File: src/rtl/rca_seq_ctrl.sv
// Nibble-serial WIDTH-bit adder/subtractor built around one shared 4-bit ripple-carry slice.
// Operands are taken over a valid/ready handshake; the result is offered until the consumer takes it.

module RCA (
  input  logic [3:0] a,
  input  logic [3:0] b,
  input  logic       c_in,
  output logic [3:0] s,
  output logic       c_out
);
  logic [4:0] c;

  assign c[0] = c_in;

  for (genvar gi = 0; gi < 4; gi++) begin : g_fa
    assign s[gi]    = a[gi] ^ b[gi] ^ c[gi];
    assign c[gi+1]  = (a[gi] & b[gi]) | (c[gi] & (a[gi] ^ b[gi]));
  end

  assign c_out = c[4];
endmodule

module rca_seq_ctrl #(
  parameter  int WIDTH = 16,
  localparam int NIB   = WIDTH / 4
) (
  input  logic             clk,
  input  logic             rst_n,
  input  logic             in_valid,
  output logic             in_ready,
  input  logic [WIDTH-1:0] a,
  input  logic [WIDTH-1:0] b,
  input  logic             sub,
  input  logic             cin,
  output logic             out_valid,
  input  logic             out_ready,
  output logic [WIDTH-1:0] sum,
  output logic             cout,
  output logic             ovf,
  output logic             busy
);
  localparam int CW = (NIB > 1) ? $clog2(NIB) : 1;

  typedef enum logic [1:0] {IDLE, RUN, DONE} state_t;

  state_t           state_q, state_d;
  logic [WIDTH-1:0] a_q, a_d;
  logic [WIDTH-1:0] b_q, b_d;
  logic [WIDTH-1:0] sum_q, sum_d;
  logic [CW-1:0]    cnt_q, cnt_d;
  logic             carry_q, carry_d;
  logic             cout_q, cout_d;
  logic             ovf_q, ovf_d;

  logic [3:0]       nib_s;
  logic             nib_c;
  logic [WIDTH-1:0] sum_shift;
  logic             last_nib;

  RCA u_rca (
    .a     (a_q[3:0]),
    .b     (b_q[3:0]),
    .c_in  (carry_q),
    .s     (nib_s),
    .c_out (nib_c)
  );

  // Each slice result enters the sum register from the top, so after NIB steps it is aligned.
  if (NIB == 1) begin : g_sum_one
    assign sum_shift = nib_s;
  end else begin : g_sum_many
    assign sum_shift = {nib_s, sum_q[WIDTH-1:4]};
  end

  assign last_nib = (cnt_q == CW'(NIB - 1));

  always_ff @(posedge clk or negedge rst_n) begin
    if (!rst_n) begin
      state_q <= IDLE;
    end else begin
      state_q <= state_d;
    end
  end

  always_comb begin
    state_d = state_q;
    case (state_q)
      IDLE:    if (in_valid)  state_d = RUN;
      RUN:     if (last_nib)  state_d = DONE;
      DONE:    if (out_ready) state_d = IDLE;
      default: state_d = IDLE;
    endcase
  end

  always_comb begin
    in_ready  = (state_q == IDLE);
    out_valid = (state_q == DONE);
    busy      = (state_q != IDLE);
  end

  always_comb begin
    a_d     = a_q;
    b_d     = b_q;
    sum_d   = sum_q;
    cnt_d   = cnt_q;
    carry_d = carry_q;
    cout_d  = cout_q;
    ovf_d   = ovf_q;
    case (state_q)
      IDLE: begin
        if (in_valid) begin
          a_d     = a;
          b_d     = sub ? ~b : b;
          carry_d = sub | cin;
          cnt_d   = '0;
        end
      end
      RUN: begin
        a_d     = a_q >> 4;
        b_d     = b_q >> 4;
        sum_d   = sum_shift;
        carry_d = nib_c;
        cnt_d   = cnt_q + CW'(1);
        // On the last step the slice sees the operand MSBs at bit 3.
        if (last_nib) begin
          cout_d = nib_c;
          ovf_d  = (a_q[3] ~^ b_q[3]) & (a_q[3] ^ nib_s[3]);
        end
      end
      default: ;
    endcase
  end

  always_ff @(posedge clk or negedge rst_n) begin
    if (!rst_n) begin
      a_q     <= '0;
      b_q     <= '0;
      sum_q   <= '0;
      cnt_q   <= '0;
      carry_q <= 1'b0;
      cout_q  <= 1'b0;
      ovf_q   <= 1'b0;
    end else begin
      a_q     <= a_d;
      b_q     <= b_d;
      sum_q   <= sum_d;
      cnt_q   <= cnt_d;
      carry_q <= carry_d;
      cout_q  <= cout_d;
      ovf_q   <= ovf_d;
    end
  end

  assign sum  = sum_q;
  assign cout = cout_q;
  assign ovf  = ovf_q;
endmodule

File: config.mk
export PLATFORM = sky130hd
export DESIGN_NAME = rca_seq_ctrl
export DESIGN_NICKNAME = d
export VERILOG_FILES = /design/src/rtl/rca_seq_ctrl.sv
export SDC_FILE = /design/constraint.sdc
export NUM_CORES = 1
export LEC_CHECK = 0
export ABC_AREA = 1
export CORE_AREA = 4 4 97 62
export DETAILED_ROUTE_END_ITERATION = 8
export DIE_AREA = 0 0 101 66
export HOLD_SLACK_MARGIN = 0.12
export PLACE_DENSITY = 0.94
export SYNTH_ARGS = -nofsm -noshare
export SYNTH_HDL_FRONTEND = slang
export SYNTH_SLANG_ARGS = --single-unit
File: constraint.sdc
create_clock -name clk -period 6.5 [get_ports clk]
set_clock_uncertainty 0.2 [all_clocks]
set_input_delay 0.65 -clock clk [delete_from_list [all_inputs] [get_ports clk]]
set_output_delay 0.65 -clock clk [all_outputs]
set_load 0.05 [all_outputs]
Word level (Yosys, flattened, before mapping)

Cells that the tools add are included.

Register bits after elaboration: 55
Input port bits: 38
Output and inout port bits: 21

Add/subtract/negate cells: 1
Eq/ne operators: 6
Mux-type cells: 13
Bitwise gates (word level): 25
Reductions and logical operators: 6

Operators with widths:

| kind                                                             | count |
|---|---|
| 16-bit one-hot mux with 2 select lines                           | 2 |
| 16-bit two-way mux                                               | 3 |
| 16-bit inverter                                                  | 1 |
| 1-bit bitwise AND                                                | 9 |
| 1-bit XOR                                                        | 9 |
| 2-bit two-way mux                                                | 4 |
| 2-bit one-hot mux with 3 select lines                            | 1 |
| 1-bit OR                                                         | 5 |
| 2-bit == test (second input constant)                            | 2 |
| 2-bit != test (second input constant)                            | 2 |
| 2-bit one-hot mux with 2 select lines                            | 1 |
| 2-bit AND reduction                                              | 2 |
| 2-bit nonzero test                                               | 2 |
| 3-bit AND reduction                                              | 1 |
| 2-bit by 1-bit adder with 2-bit output (second input constant)   | 1 |
| 2-bit by 1-bit == test with 1-bit output (second input constant) | 1 |
| 2-bit zero test                                                  | 1 |
| 2-bit by 1-bit != test with 1-bit output (second input constant) | 1 |
| 1-bit one-hot mux with 2 select lines                            | 1 |
| 1-bit two-way mux                                                | 1 |
| 1-bit XNOR                                                       | 1 |

Longest topological paths before layout

Gate-level depths: netlist (run 1).

Word-level depth: 10
Gate-level depth with buffers: 10

Hierarchy

A second synthesis (run 1) with hierarchy kept.

Cell total of the unflattened synthesis: 340
Area total of the unflattened synthesis: 2686.3 um^2

By module, submodules not included:

| module       | times used | cells each | area an instance (um^2) | sequential area each (um^2) |
|---|---|---|---|---|
| rca_seq_ctrl | 1          | 326        | 2568.7                  | 1376.3 |
| RCA          | 1          | 14         | 117.6                   | 0.0 |

Worst setup path before layout (run 1)

Ideal clock, no wire load.

Path kind: register to register
Start point: reg a_q[0]
End point: reg ovf_q (netlist: ovf)
Setup time: 0.118 ns
Data arrival time: 2.284 ns
Required time: 6.182 ns
Slack: 3.898 ns
Stages on the path, launching flop included: 11
Period minus slack after synthesis: 2.602 ns
Cells stage by stage: dfrtp_1 > fa_1 > inv_1 > fa_1 > inv_1 > fa_1 > inv_1 > fa_1 > or2_2 > nand3_1 > nand2_1

Cells in the longest elaborated chain, start to end: 10
Elaborated cells on any way between the ends: 11

RTL lines:

| item                     | line | text |
|---|---|---|
| start: declaration       | 47   | `logic [WIDTH-1:0] a_q, a_d;` |
| start signal: assignment | 136  | `a_q <= '0;` |
| start signal: assignment | 144  | `a_q <= a_d;` |
| 1-bit XOR                | 17   | `assign c[gi+1] = (a[gi] & b[gi]) \| (c[gi] & (a[gi] ^ b[gi]));` |
| 1-bit bitwise AND        | 17   |  |
| 1-bit OR *               | 17   |  |
| 1-bit bitwise AND *      | 17   |  |
| 1-bit OR *               | 17   |  |
| 1-bit bitwise AND *      | 17   |  |
| 1-bit OR *               | 17   |  |
| 1-bit XOR *              | 16   | `assign s[gi] = a[gi] ^ b[gi] ^ c[gi];` |
| 1-bit XOR *              | 127  | `ovf_d = (a_q[3] ~^ b_q[3]) & (a_q[3] ^ nib_s[3]);` |
| 1-bit bitwise AND *      | 127  |  |
| end signal: assignment   | 150  | `ovf_q <= ovf_d;` |
| end: declaration         | 53   | `logic ovf_q, ovf_d;` |

Mark *: on every way between the ends. The rest lies on a longest branch, timed or not.
A chain may end at the register's enable or synchronous reset.

Worst setup path after layout (run 1)

Start point: reg state_q[0]
End point: out in_ready

Cells in the longest elaborated chain, start to end: 1

RTL lines:

| item                     | line | text |
|---|---|---|
| start: declaration       | 46   | `state_t state_q, state_d;` |
| start signal: assignment | 81   | `state_q <= state_d;` |
| 2-bit zero test          | 96   | `in_ready = (state_q == IDLE);` |
| end: declaration         | 30   | `output logic in_ready,` |

Every way passes these cells.

==> summary.log, run 1 <==
[place] placed cell areas 3250 um2
[critical_path] kind of cell adding the most delay to the critical path buffers and inverters
[power] power density normalized to cell area 485 nW/um2
[critical_path] r2r startpoint a_q[0]
[floorplanning] die outline width 101 um
[clock_network] number of setup buffers added after CTS 0
[logic_synthesis] combinational family with the most area after synthesis simple AND/OR/NAND/NOR gates
[sta] fin crit share 46.3%
[clock_network] Worst-Skew Late Latency 0.31 ns
[global_routing] maximum number of pins on one net before global-route repair 57
[floorplanning] area of the core 5030 um2
[global_routing] Total GRT Usage 18.4%
[logic_synthesis] count of different cell masters after synthesis 20
[final_layout] total non-filler cell area in the finished layout 3350 um2
[sta] final slew viol count 0
[sta] unrepaired setup endpoints after global routing false
[clock_network] cts repair resizes 0
[critical_path] Reg2Reg Setup Slack 3.74 ns
[sta] final period demand of the worst path 3.01 ns
[critical_path] crit start category register
[clock_network] maximum buffer depth of the clock tree 2
[route] average detailed-routed wire length per instance 13.1 um
[final_layout] area growth from synthesis to layout 24.8%
[logic_synthesis] Mapped Area 2690 um2
[clock_network] hold bufs inserted after CTS 0
[logic_synthesis] portion of netlist area occupied by mux cells 0%
[critical_path] highest net fanout along the worst path 14
[floorplanning] die span in y 66 um
[sta] Relative slew margins 38.1%
[logic_synthesis] Synth Area in Simple Gates 30.8%
[clock_network] clock net sink count 55
[run] max_cap viols 0
[floorplanning] initial core utilization 53.4%
[final_layout] commonest non-fill, non-tap cell in the layout sky130_fd_sc_hd__nand2_1
[final_layout] fraction of final layout cells with drive strength greater than 1 4.76%
[power] Lkg Pwr 1.64 nW
[run_status] status complete, no violations
[logic_synthesis] average footprint of a synthesized cell 8.14 um2
[sta] maximum clock rate 333 MHz
[logic_synthesis] total of flip-flops plus latches after synthesis 55
[global_routing] overall overflow remaining after global route 0
[place] gpl congestion 0.818
[power] peak supply drop 0.000360 V
[clock_network] TritonCTS clock tree yes
[route] drt pass-1 iters 4
[logic_synthesis] part of the Yosys area used for sequential elements 51.2%
[route] residual DRC count 0
[route] WL final 5810 um
[sta] transition time at the pin with the least slew margin 0.925 ns
[place] count of buffers from port buffering 58
[critical_path] sum of buffers and inverters on the critical path 1
[critical_path] delay of the slowest cell on the worst path 0.91 ns
[logic_synthesis] Compound-Gate Fraction of Synth Area 4.38%
[final_layout] Final nets 422
[critical_path] required time of the critical path 5.65 ns
[logic_synthesis] XOR/XNOR Fraction of Synth Area 1.30%
[sta] number of endpoints with negative hold slack in the final report 0
[clock_network] maximum level of the CTS H-tree 2
[clock_network] number of CTS-inserted buffers 5
[final_layout] number of diodes 0
[critical_path] Critical Path Start state_q[0]
[route] post-DR vias/cell 5.23
[global_routing] global-route wire length before repair 9790 um
[route] Iter 0 DRT Violations 183
[critical_path] kind of critical path register to output port
[final_layout] Post-Layout Cell Count 444
[logic_synthesis] fraction of the mapped netlist area in adder cells 3.91%
[route] Antenna Violating Nets Remaining 0
[floorplanning] number of ports placed on the die boundary 59
[sta] total negative setup slack 0 ns
[place] detailed placement HPWL 4240 um
[global_routing] antenna violations before repair 0
[floorplanning] DIE AREA 6670 um2
[route] vias after detailed routing 2322
[critical_path] list of cells traversed by the critical path nor2_2 > clkdlybuf4s50_1
[floorplanning] number of cell rows 20
[global_routing] via count of the first global-routing pass 2220
[logic_synthesis] Post-Syn Nets 374
[sta] Setup Viol. Count Final 0
[logic_synthesis] number of cells produced by synthesis 330
[critical_path] kind of capture point of the worst setup path output port
[clock_network] Root Buffer Master sky130_fd_sc_hd__clkbuf_8
[final_layout] filler cell count 404
[place] Post-Place Cells 437
[logic_synthesis] synth warn 0
[clock_network] clock-pin slew of the registers on the worst-case setup and hold paths 0.10 ns
[critical_path] slowest stage cell, crit path sky130_fd_sc_hd__clkdlybuf4s50_1
[critical_path] WP data arrival 2.16 ns
[hold_path] Hold/Removal Path Class primary input to async pin
[final_layout] top library cells by usage in the layout, fill and taps aside sky130_fd_sc_hd__nand2_1, sky130_fd_sc_hd__nand3_1, sky130_fd_sc_hd__clkdlybuf4s50_1, sky130_fd_sc_hd__dfrtp_1, sky130_fd_sc_hd__inv_1
==> routing by layer <==
| layer | vias to the layer above | share of wire [%] | GRT usage, % |
|---|---|---|---|
| met4 | 0 | 1.4 | 5.47 |
| met1 | 1097 | 44 | 24.4 |
| met5 | - | 0 | 0 |
| met3 | 11 | 7.3 | 5.27 |
| li1 | 1140 | - | - |
| met2 | 74 | 48 | 29.5 |
==> registers in the layout, indices dropped and copies added (netlist names) <==
name,count
a_q,16
b_q,16
carry_q,1
cnt_q,2
cout,1
ovf,1
state_q,2
sum,16
==> Yosys cell counts <==
library cell	number	area, um2
sky130_fd_sc_hd__a21oi_1	2	10.0
sky130_fd_sc_hd__buf_2	12	60.1
sky130_fd_sc_hd__buf_4	5	37.5
sky130_fd_sc_hd__buf_6	1	11.3
sky130_fd_sc_hd__clkbuf_1	1	3.75
sky130_fd_sc_hd__dfrtp_1	55	1380
sky130_fd_sc_hd__fa_1	4	80.1
sky130_fd_sc_hd__ha_1	2	25.0
sky130_fd_sc_hd__inv_1	27	101
sky130_fd_sc_hd__inv_2	3	11.3
sky130_fd_sc_hd__nand2_1	111	417
sky130_fd_sc_hd__nand2_2	2	12.5
sky130_fd_sc_hd__nand3_1	73	365
sky130_fd_sc_hd__nor2_1	4	15.0
sky130_fd_sc_hd__nor2_2	2	12.5
sky130_fd_sc_hd__o21ai_0	7	35.0
sky130_fd_sc_hd__o21ai_1	13	65.1
sky130_fd_sc_hd__o31ai_1	1	7.51
sky130_fd_sc_hd__or2_2	1	6.26
sky130_fd_sc_hd__xnor2_1	4	35.0
==> worst paths after layout <==
kind                            end  depth (start not counted)
max                        in_ready                          2
min                          sum[6]                          2
max reg2reg                     ovf                         10
min reg2reg                  sum[3]                          2
max in group asynchronous   a_q[15]                          2
min in group clk             sum[3]                          2
==> final cells by class <==
type	count	area, um2	area share, %
clock inverters	1	30.0	0.896
multi-input cells	226	1090	32.5
well taps	66	82.6	2.46
repair buffers	60	591	17.6
flip-flops and latches	55	1380	41.0
clock buffers	6	72.6	2.16
inverters	30	113	3.36
==> logic make-up (layout without fill, tap and decap cells) <==
logic type                 Yosys count  in the layout
adders and majority gates            6              6
xor gates and xnor gates             4              4
buffers and inverters               49             97
and+or+nand+nor                    193            193
AOI/OAI and AO/OA                   23             23
DFF                                 55             55
==> through the flow <==
| step | power (mW) | util [%] | hold WS (ns) | worst slack [ns] |
|---|---|---|---|---|
| after floorplan | 1.19 | - | 0.154 | 3.90 |
| after global placement | 1.38 | 64.6 | 0.262 | 3.85 |
| after detailed placement | 1.41 | 64.6 | 0.266 | 3.76 |
| after CTS | 1.63 | 66.7 | 0.281 | 3.50 |
| after global routing | 1.74 | 66.7 | 0.312 | 3.42 |
| final | 1.63 | 66.7 | 0.254 | 3.49 |
==> power by group <==
part	switching, mW	leakage, nW	internal, mW
logic	0.553	0.880	0.271
registers	0.0988	0.708	0.487
clock network	0.104	0.0513	0.113
No activity file was read; power rests on OpenSTA's default activity.
==> run 2: changes to the inputs <==
- CORE_AREA: 4 4 97 62 -> 4 4 105 67
- DIE_AREA: 0 0 101 66 -> 0 0 109 71
- PLACE_DENSITY: 0.94 -> 0.85
- clock period: 6.5 -> 2.65 ns (I/O delays scaled with it)
==> summary.log, run 2 (synthesis gave the netlist of run 1 again) <==
[final_layout] Final nets 431
[floorplanning] number of cell rows 22
[critical_path] WP data arrival 2.62 ns
[floorplanning] die outline width 109 um
[power] switching power total 1.90 mW
[floorplanning] number of ports placed on the die boundary 59
[final_layout] top library cells by usage in the layout, fill and taps aside sky130_fd_sc_hd__nand2_1, sky130_fd_sc_hd__nand3_1, sky130_fd_sc_hd__clkdlybuf4s50_1, sky130_fd_sc_hd__dfrtp_1, sky130_fd_sc_hd__inv_1
[run_status] status complete, no violations
[floorplanning] die span in y 71 um
[critical_path] crit start category register
[floorplanning] DIE AREA 7740 um2
[hold_path] endpoint with the worst hold slack a_q[15]
[sta] number of endpoints with negative hold slack in the final report 0
[sta] maximum clock rate 391 MHz
[critical_path] highest net fanout along the worst path 2
[final_layout] Post-Layout Cell Count 472
[power] peak supply drop 0.000929 V
[run] max_cap viols 0
[global_routing] overall overflow remaining after global route 0
[sta] final period demand of the worst path 2.56 ns
[place] count of buffers from port buffering 58
[clock_network] maximum buffer depth of the clock tree 2
[sta] transition time at the pin with the least slew margin 0.750 ns
[hold_path] Hold/Removal Path Class primary input to register
[critical_path] kind of capture point of the worst setup path register
[power] Lkg Pwr 1.67 nW
[critical_path] cell depth of the worst flop-to-flop path 11
[final_layout] area growth from synthesis to layout 28.1%
[critical_path] Reg2Reg Setup Slack 0.09 ns
[route] post-DR vias/cell 4.94
[power] switching share of power 47.1%
[final_layout] fraction of final layout cells with drive strength greater than 1 8.51%
[sta] Setup Viol. Count Final 0
[global_routing] Total GRT Usage 16.0%
[sta] Relative slew margins 50.0%
[place] gpl congestion 0.787
[power] clock group share of total power 11.3%
[route] WL final 5960 um
[clock_network] clock-pin slew of the registers on the worst-case setup and hold paths 0.09 ns
[route] average detailed-routed wire length per instance 12.6 um
[sta] tightest hold margin 0.282 ns
[global_routing] global-route wire length before repair 9980 um
[clock_network] number of CTS-inserted buffers 5
[critical_path] endpoint of the worst-slack reg-to-reg timing path ovf
[floorplanning] area of the core 6030 um2
[hold_path] Min-Delay Startpoint a[15]
[route] vias after detailed routing 2334
[route] residual DRC count 0
[critical_path] kind of critical path register to register
[route] drt pass-1 iters 4
[clock_network] Worst-Skew Late Latency 0.31 ns
[critical_path] r2r startpoint a_q[0]
[final_layout] number of diodes 0
[global_routing] via count of the first global-routing pass 2159
[place] Post-Place Cells 462
[power] share of power burned in registers 35.8%
[floorplanning] initial core utilization 44.6%
[power] power density normalized to cell area 1170 nW/um2
[clock_network] Root Buffer Master sky130_fd_sc_hd__clkbuf_8
[clock_network] TritonCTS clock tree yes
[route] Iter 0 DRT Violations 103
[hold_path] worst hold path depth 3
[power] share of power burned in combinational logic 53.0%
[sta] final slew viol count 0
[critical_path] required time of the critical path 2.71 ns
[global_routing] antenna violations before repair 0
[clock_network] clock net sink count 55
[route] Antenna Violating Nets Remaining 0
[final_layout] commonest non-fill, non-tap cell in the layout sky130_fd_sc_hd__nand2_1
[place] detailed placement HPWL 4390 um
[power] internal power of the cells 2.13 mW
[global_routing] maximum number of pins on one net before global-route repair 42
[sta] fin crit share 96.6%
[clock_network] maximum level of the CTS H-tree 2
run 2: power by group through the flow:
stage | Combinational, mW | Sequential (mW) | Clock [mW]
after detailed placement | 2.09 | 1.45 | 0
after CTS | 2.13 | 1.44 | 0.463
after floorplan | 1.13 | 1.79 | 0
after global routing | 2.35 | 1.48 | 0.496
after global placement | 2.02 | 1.43 | 0
final | 2.13 | 1.44 | 0.453
run 2: what timing repair did:
action                     CTS  global route
hold buffers                 1             0
setup endpoints to repair    1             1
setup buffers                1             0
pin swaps                    2             3
hold endpoints to repair    31             0
resized for setup            4             3
run 2: per-stage QoR:
stage / setup WS, ns / util, % / instance area [um2] / TNS [ns] / power, mW
floorplan: 0.0484 / - / 2690 / 0 / 2.91
global placement: 0.0172 / 55.2 / 3330 / 0 / 3.45
detailed placement: -0.0823 / 55.2 / 3330 / -0.0823 / 3.54
CTS: 0.0358 / 57.0 / 3440 / 0 / 4.03
global route: -0.000222 / 57.1 / 3440 / -0.000222 / 4.33
finish: 0.0902 / 57.1 / 3440 / 0 / 4.03
run 2: area by class of cell:
cell class / instances / area [um2]
fillers: 548 / 2590
flip-flops and latches: 55 / 1380
multi-input cells: 226 / 1100
repair buffers: 69 / 661
inverters: 30 / 113
well taps: 84 / 105
clock buffers: 6 / 72.6
clock inverters: 2 / 12.5
run 2: routing by layer:
layer / up-vias / GRT usage [%] / part of all wire (%)
met4: 0 / 3.22 / 0.77
met5: - / 0 / 0
met3: 5 / 3.65 / 5.5
li1: 1164 / - / -
met1: 1109 / 23.1 / 47
met2: 56 / 24.8 / 46
run 2: worst max-delay path by stage:
stage,slack (ns),startpoint,cells after the start,endpoint
after detailed placement,-0.08,a_q[0],10,ovf
after global routing,-0.0002,a_q[0],11,ovf
after CTS,0.04,carry_q,10,ovf
after global placement,0.02,a_q[0],10,ovf
after floorplan,0.05,a_q[0],10,ovf
final,0.09,a_q[0],11,ovf
run 2: worst max-delay path: stages (launching register included):
cell and delay, ns:
sky130_fd_sc_hd__dfrtp_1 0.42, sky130_fd_sc_hd__fa_2 0.40, sky130_fd_sc_hd__inv_2 0.06, sky130_fd_sc_hd__fa_2 0.17, sky130_fd_sc_hd__inv_1 0.05, sky130_fd_sc_hd__fa_2 0.33, sky130_fd_sc_hd__inv_2 0.06, sky130_fd_sc_hd__fa_1 0.41
sky130_fd_sc_hd__buf_4 0.16, sky130_fd_sc_hd__a21oi_2 0.13, sky130_fd_sc_hd__nand3_1 0.07, sky130_fd_sc_hd__nand2_1 0.06
==> edit 1 (config.mk and constraints of run 1) <==
Register the output `ovf` once more, cleared by the reset; this adds one clock of latency there. The other outputs are not delayed to match.
--- a/src/rtl/rca_seq_ctrl.sv
+++ b/src/rtl/rca_seq_ctrl.sv
@@ -153,6 +153,12 @@
 
   assign sum  = sum_q;
   assign cout = cout_q;
-  assign ovf  = ovf_q;
+  always_ff @(posedge clk or negedge rst_n) begin
+    if (!rst_n) begin
+      ovf <= '0;
+    end else begin
+      ovf <= ovf_q;
+    end
+  end
 endmodule
 
Formal check against the unedited RTL: not equivalent (Yosys sat finds a counterexample within 10 cycles, from zero or initial values and one cycle with rst_n low).
==> edit 1 against run 1 <==
Synthesized cell count is the same. Synthesized area grew 0.33%. Worst setup slack gained 250 ps. Total power shrank 1.4%. Non-clock buffer count is the same. Worst hold slack lost 25 ps. Via count shrank 0.47%. Combinational power is essentially flat. Global-route usage shrank 0.087 points. Final cell count grew 0.45%. Routed wire length grew 0.52%. Critical path depth grew 8. Sequential cell count grew 1. Cell area is essentially flat.
==> edit 1: results <==
{
  "status": "finished clean",
  "cts-resized-gates": 0,
  "whs_ps": 229,
  "yosysSeqAreaShare_pct": 52.0,
  "hold_class": "reg -> reg",
  "synth_area_leaders": "dfrtp_1 (52%), nand2_1 (17%), nand3_1 (11%), inv_1 (3.9%), fa_1 (3.0%)",
  "fin_nets": 423,
  "post-cts-setup-buffers": 0,
  "grt_max_degree": 57,
  "syn_nets": 374,
  "synthTopCellsByCount": "nand2_1 (123), nand3_1 (61), dfrtp_1 (56)",
  "vias": 2311,
  "io_buffers": 58,
  "peakVddDrop_uv": 551,
  "h-tree-depth": 2,
  "syn_avg_cell_area_um2": 8.17,
  "tightest_slew_ps": 1120,
  "final.period_utilization_pct": 42.4,
  "ys_types": 21,
  "grt_pass1_vias": 2168,
  "cts-root-buf": "clkbuf_8",
  "cts.clk_slew.worst_paths_ps": 100,
  "drt-pass1-iter-count": 4,
  "reg2reg_slack_ps": 3740,
  "dp_hpwl_um": 4050,
  "clk_latency_ps": 310,
  "track_usage_pct": 18.3,
  "synth_flop_cell": "dfrtp_1",
  "post-place-ws_ps": 3760,
  "p_leak_nw": 1.65,
  "final_layout_size_suffix_gt1_share_pct": 5.00,
  "cp.arrival_ps": 2770,
  "clock_path_buffers": 2,
  "gp_congestion": 0.790,
  "vias_per_cell": 5.18,
  "yosysWarnings": 0,
  "grt_pass1_wl_um": 9830,
  "drt-initial-drc-count": 160,
  "antenna_found_initial": 0,
  "cp_max_fo": 3,
  "drt-total-wl_um": 5840,
  "dp_cells": 438,
  "async_flop_share_pct": 100,
  "cts_made_buffers": 5,
  "antenna_cells": 0
}
## edit 1: changes by cell type in the layout (fill, tap and decap cells not counted), sizes merged
| cell | change |
|---|---|
| dfrtp | +1 |
| clkbuf | -1 |
| inv | +2 |
| bufinv | -1 |
| nand2 | +11 |
| nand3 | -12 |
| clkinvlp | +1 |
| clkinv | +1 |
## edit 1: area by class of cell
class / instances / area (um2)
Fill cell: 396 / 1680
Sequential cell: 56 / 1400
Multi-Input combinational cell: 225 / 1070
Timing Repair Buffer: 60 / 591
Inverter: 31 / 119
Tap cell: 66 / 82.6
Clock buffer: 5 / 68.8
Clock inverter: 3 / 21.3
## edit 1: cell families (layout without fill, tap and decap cells)
family / count (synthesis) / in the layout / synth area share [%]
XOR/XNOR: 4 / 4 / 1.30
buffers and inverters: 49 / 99 / 8.54
AO/OA/AOI/OAI: 23 / 23 / 4.36
flip-flops: 56 / 56 / 52.0
AND/OR/NAND/NOR: 192 / 192 / 29.9
adder cells (fa/ha/maj): 6 / 6 / 3.90
## edit 1: worst paths after layout
path / startpoint / to / cells past startpoint
worst max-delay path: a_q[0] / ovf_q / 10
worst min-delay path: ovf_q / ovf / 0
worst max register to register: a_q[0] / ovf_q / 10
worst min register to register: ovf_q / ovf / 0
max in group asynchronous: rst_n / cnt_q[0] / 2
min in group asynchronous: rst_n / sum[2] / 2
## edit 1: worst max-delay path: stages, from the launching register on
cell     delay, ps
dfrtp_1        420
fa_1           430
inv_1           80
fa_1           150
inv_1           40
fa_1           350
inv_1           70
fa_1           450
or2_2          330
nand3_1         80
nand2_1         50
## edit 1: per-layer routing
metal | vias to the layer above | wire length, um | GRT usage (%)
met5 | - | 0 | 0
met4 | 0 | 44 | 4.98
met3 | 8 | 383 | 3.37
met2 | 89 | 2660 | 29.3
met1 | 1081 | 2750 | 25.7
li1 | 1133 | - | -
## edit 1: where the power goes
group	total [mW]	switching, mW	leakage [nW]	internal [mW]
Clock	0.193	0.116	0.0445	0.0768
Sequential	0.590	0.0948	0.721	0.495
Combinational	0.822	0.552	0.882	0.270
## edit 1: metrics by stage
stage	area [um2]	power [mW]
after global routing	3350	1.72
after global placement	3260	1.38
final	3350	1.60
after CTS	3350	1.61
after floorplan	2700	1.19
after detailed placement	3260	1.42
==> edit 2 (flow settings as in run 1) <==
Without the edit above. Set the parameter `WIDTH` to 8 (it was 16).
--- a/src/rtl/rca_seq_ctrl.sv
+++ b/src/rtl/rca_seq_ctrl.sv
@@ -21,7 +21,7 @@
 endmodule
 
 module rca_seq_ctrl #(
-  parameter  int WIDTH = 16,
+  parameter  int WIDTH = 8,
   localparam int NIB   = WIDTH / 4
 ) (
   input  logic             clk,
Ports: changed (resized a, b and sum); port bits go from 59 to 35. The function was not compared with the original's and may differ.
==> edit 2 against run 1 <==
Count of clock-buffer cells in the layout did not move. Worst setup slack improved by 210 ps. Critical path depth up 1. Synthesized area is 43% lower. Via count shrank 44%. Routed wire length shrank 38%. Sequential cell count down 25. Cell area decreased by 40%. Total power decreased by 34%.
==> edit 2: results <==
{
  "synthTopCellsByCount": "nand2_1 (62), dfrtp_1 (30), nand3_1 (28)",
  "critical-path-max-stage-delay_ps": 790,
  "synth_flop_cell": "dfrtp_1",
  "p_leak_nw": 0.997,
  "wl_per_cell_um": 12.5,
  "grt_pass1_vias": 1329,
  "gr-usage-met2_pct": 17.9,
  "use_met3_pct": 4.00,
  "peakVddDrop_uv": 173,
  "cts.clk_slew.worst_paths_ps": 60,
  "clk_latency_ps": 290,
  "slew_headroom_pct": 64.8,
  "h-tree-depth": 2,
  "io_buffers": 34,
  "yosysSeqAreaShare_pct": 49.3,
  "fillers": 509,
  "ys_types": 19,
  "cp.arrival_ps": 1950,
  "dp_hpwl_um": 2650,
  "fin_nets": 249,
  "synth_area_leaders": "dfrtp_1 (49%), nand2_1 (15%), nand3_1 (9.2%), inv_1 (5.7%), fa_1 (5.3%)",
  "grt_max_degree": 35,
  "syn_nets": 213,
  "gp_congestion": 0.799,
  "final_layout_size_suffix_gt1_share_pct": 7.62,
  "use_met1_pct": 14.8,
  "track_usage_pct": 11.7,
  "antenna_found_initial": 0,
  "p_sw_share_pct": 49.0,
  "cp_max_fo": 14,
  "drt-initial-drc-count": 69,
  "grt_pass1_wl_um": 5970,
  "status": "finished clean",
  "drt-pass1-iter-count": 4,
  "hold_class": "reg -> reg",
  "cts-resized-gates": 0,
  "cts_made_buffers": 5,
  "vias_per_cell": 4.53
}
-- edit 2: critical path, delay by kind of cell, from the launching register on --
family                 cells  cell delay, ps
and+or+nand+nor            1              90
DFF                        1             670
buffers and inverters      2             900
-- edit 2: routing by layer --
metal	vias up	part of all wire [%]
met3	8	7.0
li1	650	-
met4	0	2.3
met2	39	43
met1	611	47
met5	-	0
-- edit 2: per-stage QoR --
step	utilization, %	std cells	area (um2)	hold WS (ps)	setup WS, ps
2_1_floorplan	-	186	1520	154	4100
6_report	40.0	289	2010	289	3700
3_5_place_dp	38.1	281	1920	274	3940
3_3_place_gp	38.1	281	1920	262	4060
4_1_cts	40.0	289	2010	291	3710
5_1_grt	40.0	289	2010	330	3610
-- edit 2: cell families after synthesis --
family | count (synthesis) | synth area share [%]
simple gates | 99 | 28.2
buf+inv | 32 | 8.71
flops | 30 | 49.3
compound gates | 16 | 5.42
fa+ha+maj | 5 | 6.08
xor+xnor | 4 | 2.30
-- edit 2: final cells by class --
| class | instances | area [um2] | share of cell area, % |
|---|---|---|---|
| multi-input cells | 124 | 639 | 31.8 |
| flip-flops and latches | 30 | 751 | 37.3 |
| clock buffers | 6 | 82.6 | 4.10 |
| well taps | 66 | 82.6 | 4.10 |
| clock inverters | 2 | 12.5 | 0.622 |
| repair buffers | 35 | 348 | 17.3 |
| inverters | 26 | 97.6 | 4.85 |
-- edit 2: worst paths after layout --
path	from	endpoint	slack (ps)	cells past startpoint
worst max register to register	a_q[0]	ovf	3920	11
max in group asynchronous	rst_n	b_q[5]	5270	2
min in group asynchronous	rst_n	sum[4]	550	2
worst min-delay path	ovf	ovf	290	2
worst min register to register	ovf	ovf	290	2
worst max-delay path	state_q[0]	busy	3700	3
-- edit 2: power groups by stage --
stage / registers, mW / clock network [mW] / logic (mW)
after global routing: 0.354 / 0.171 / 0.637
after detailed placement: 0.344 / 0 / 0.582
after floorplan: 0.420 / 0 / 0.333
final: 0.343 / 0.157 / 0.581
after CTS: 0.342 / 0.161 / 0.586
after global placement: 0.339 / 0 / 0.558
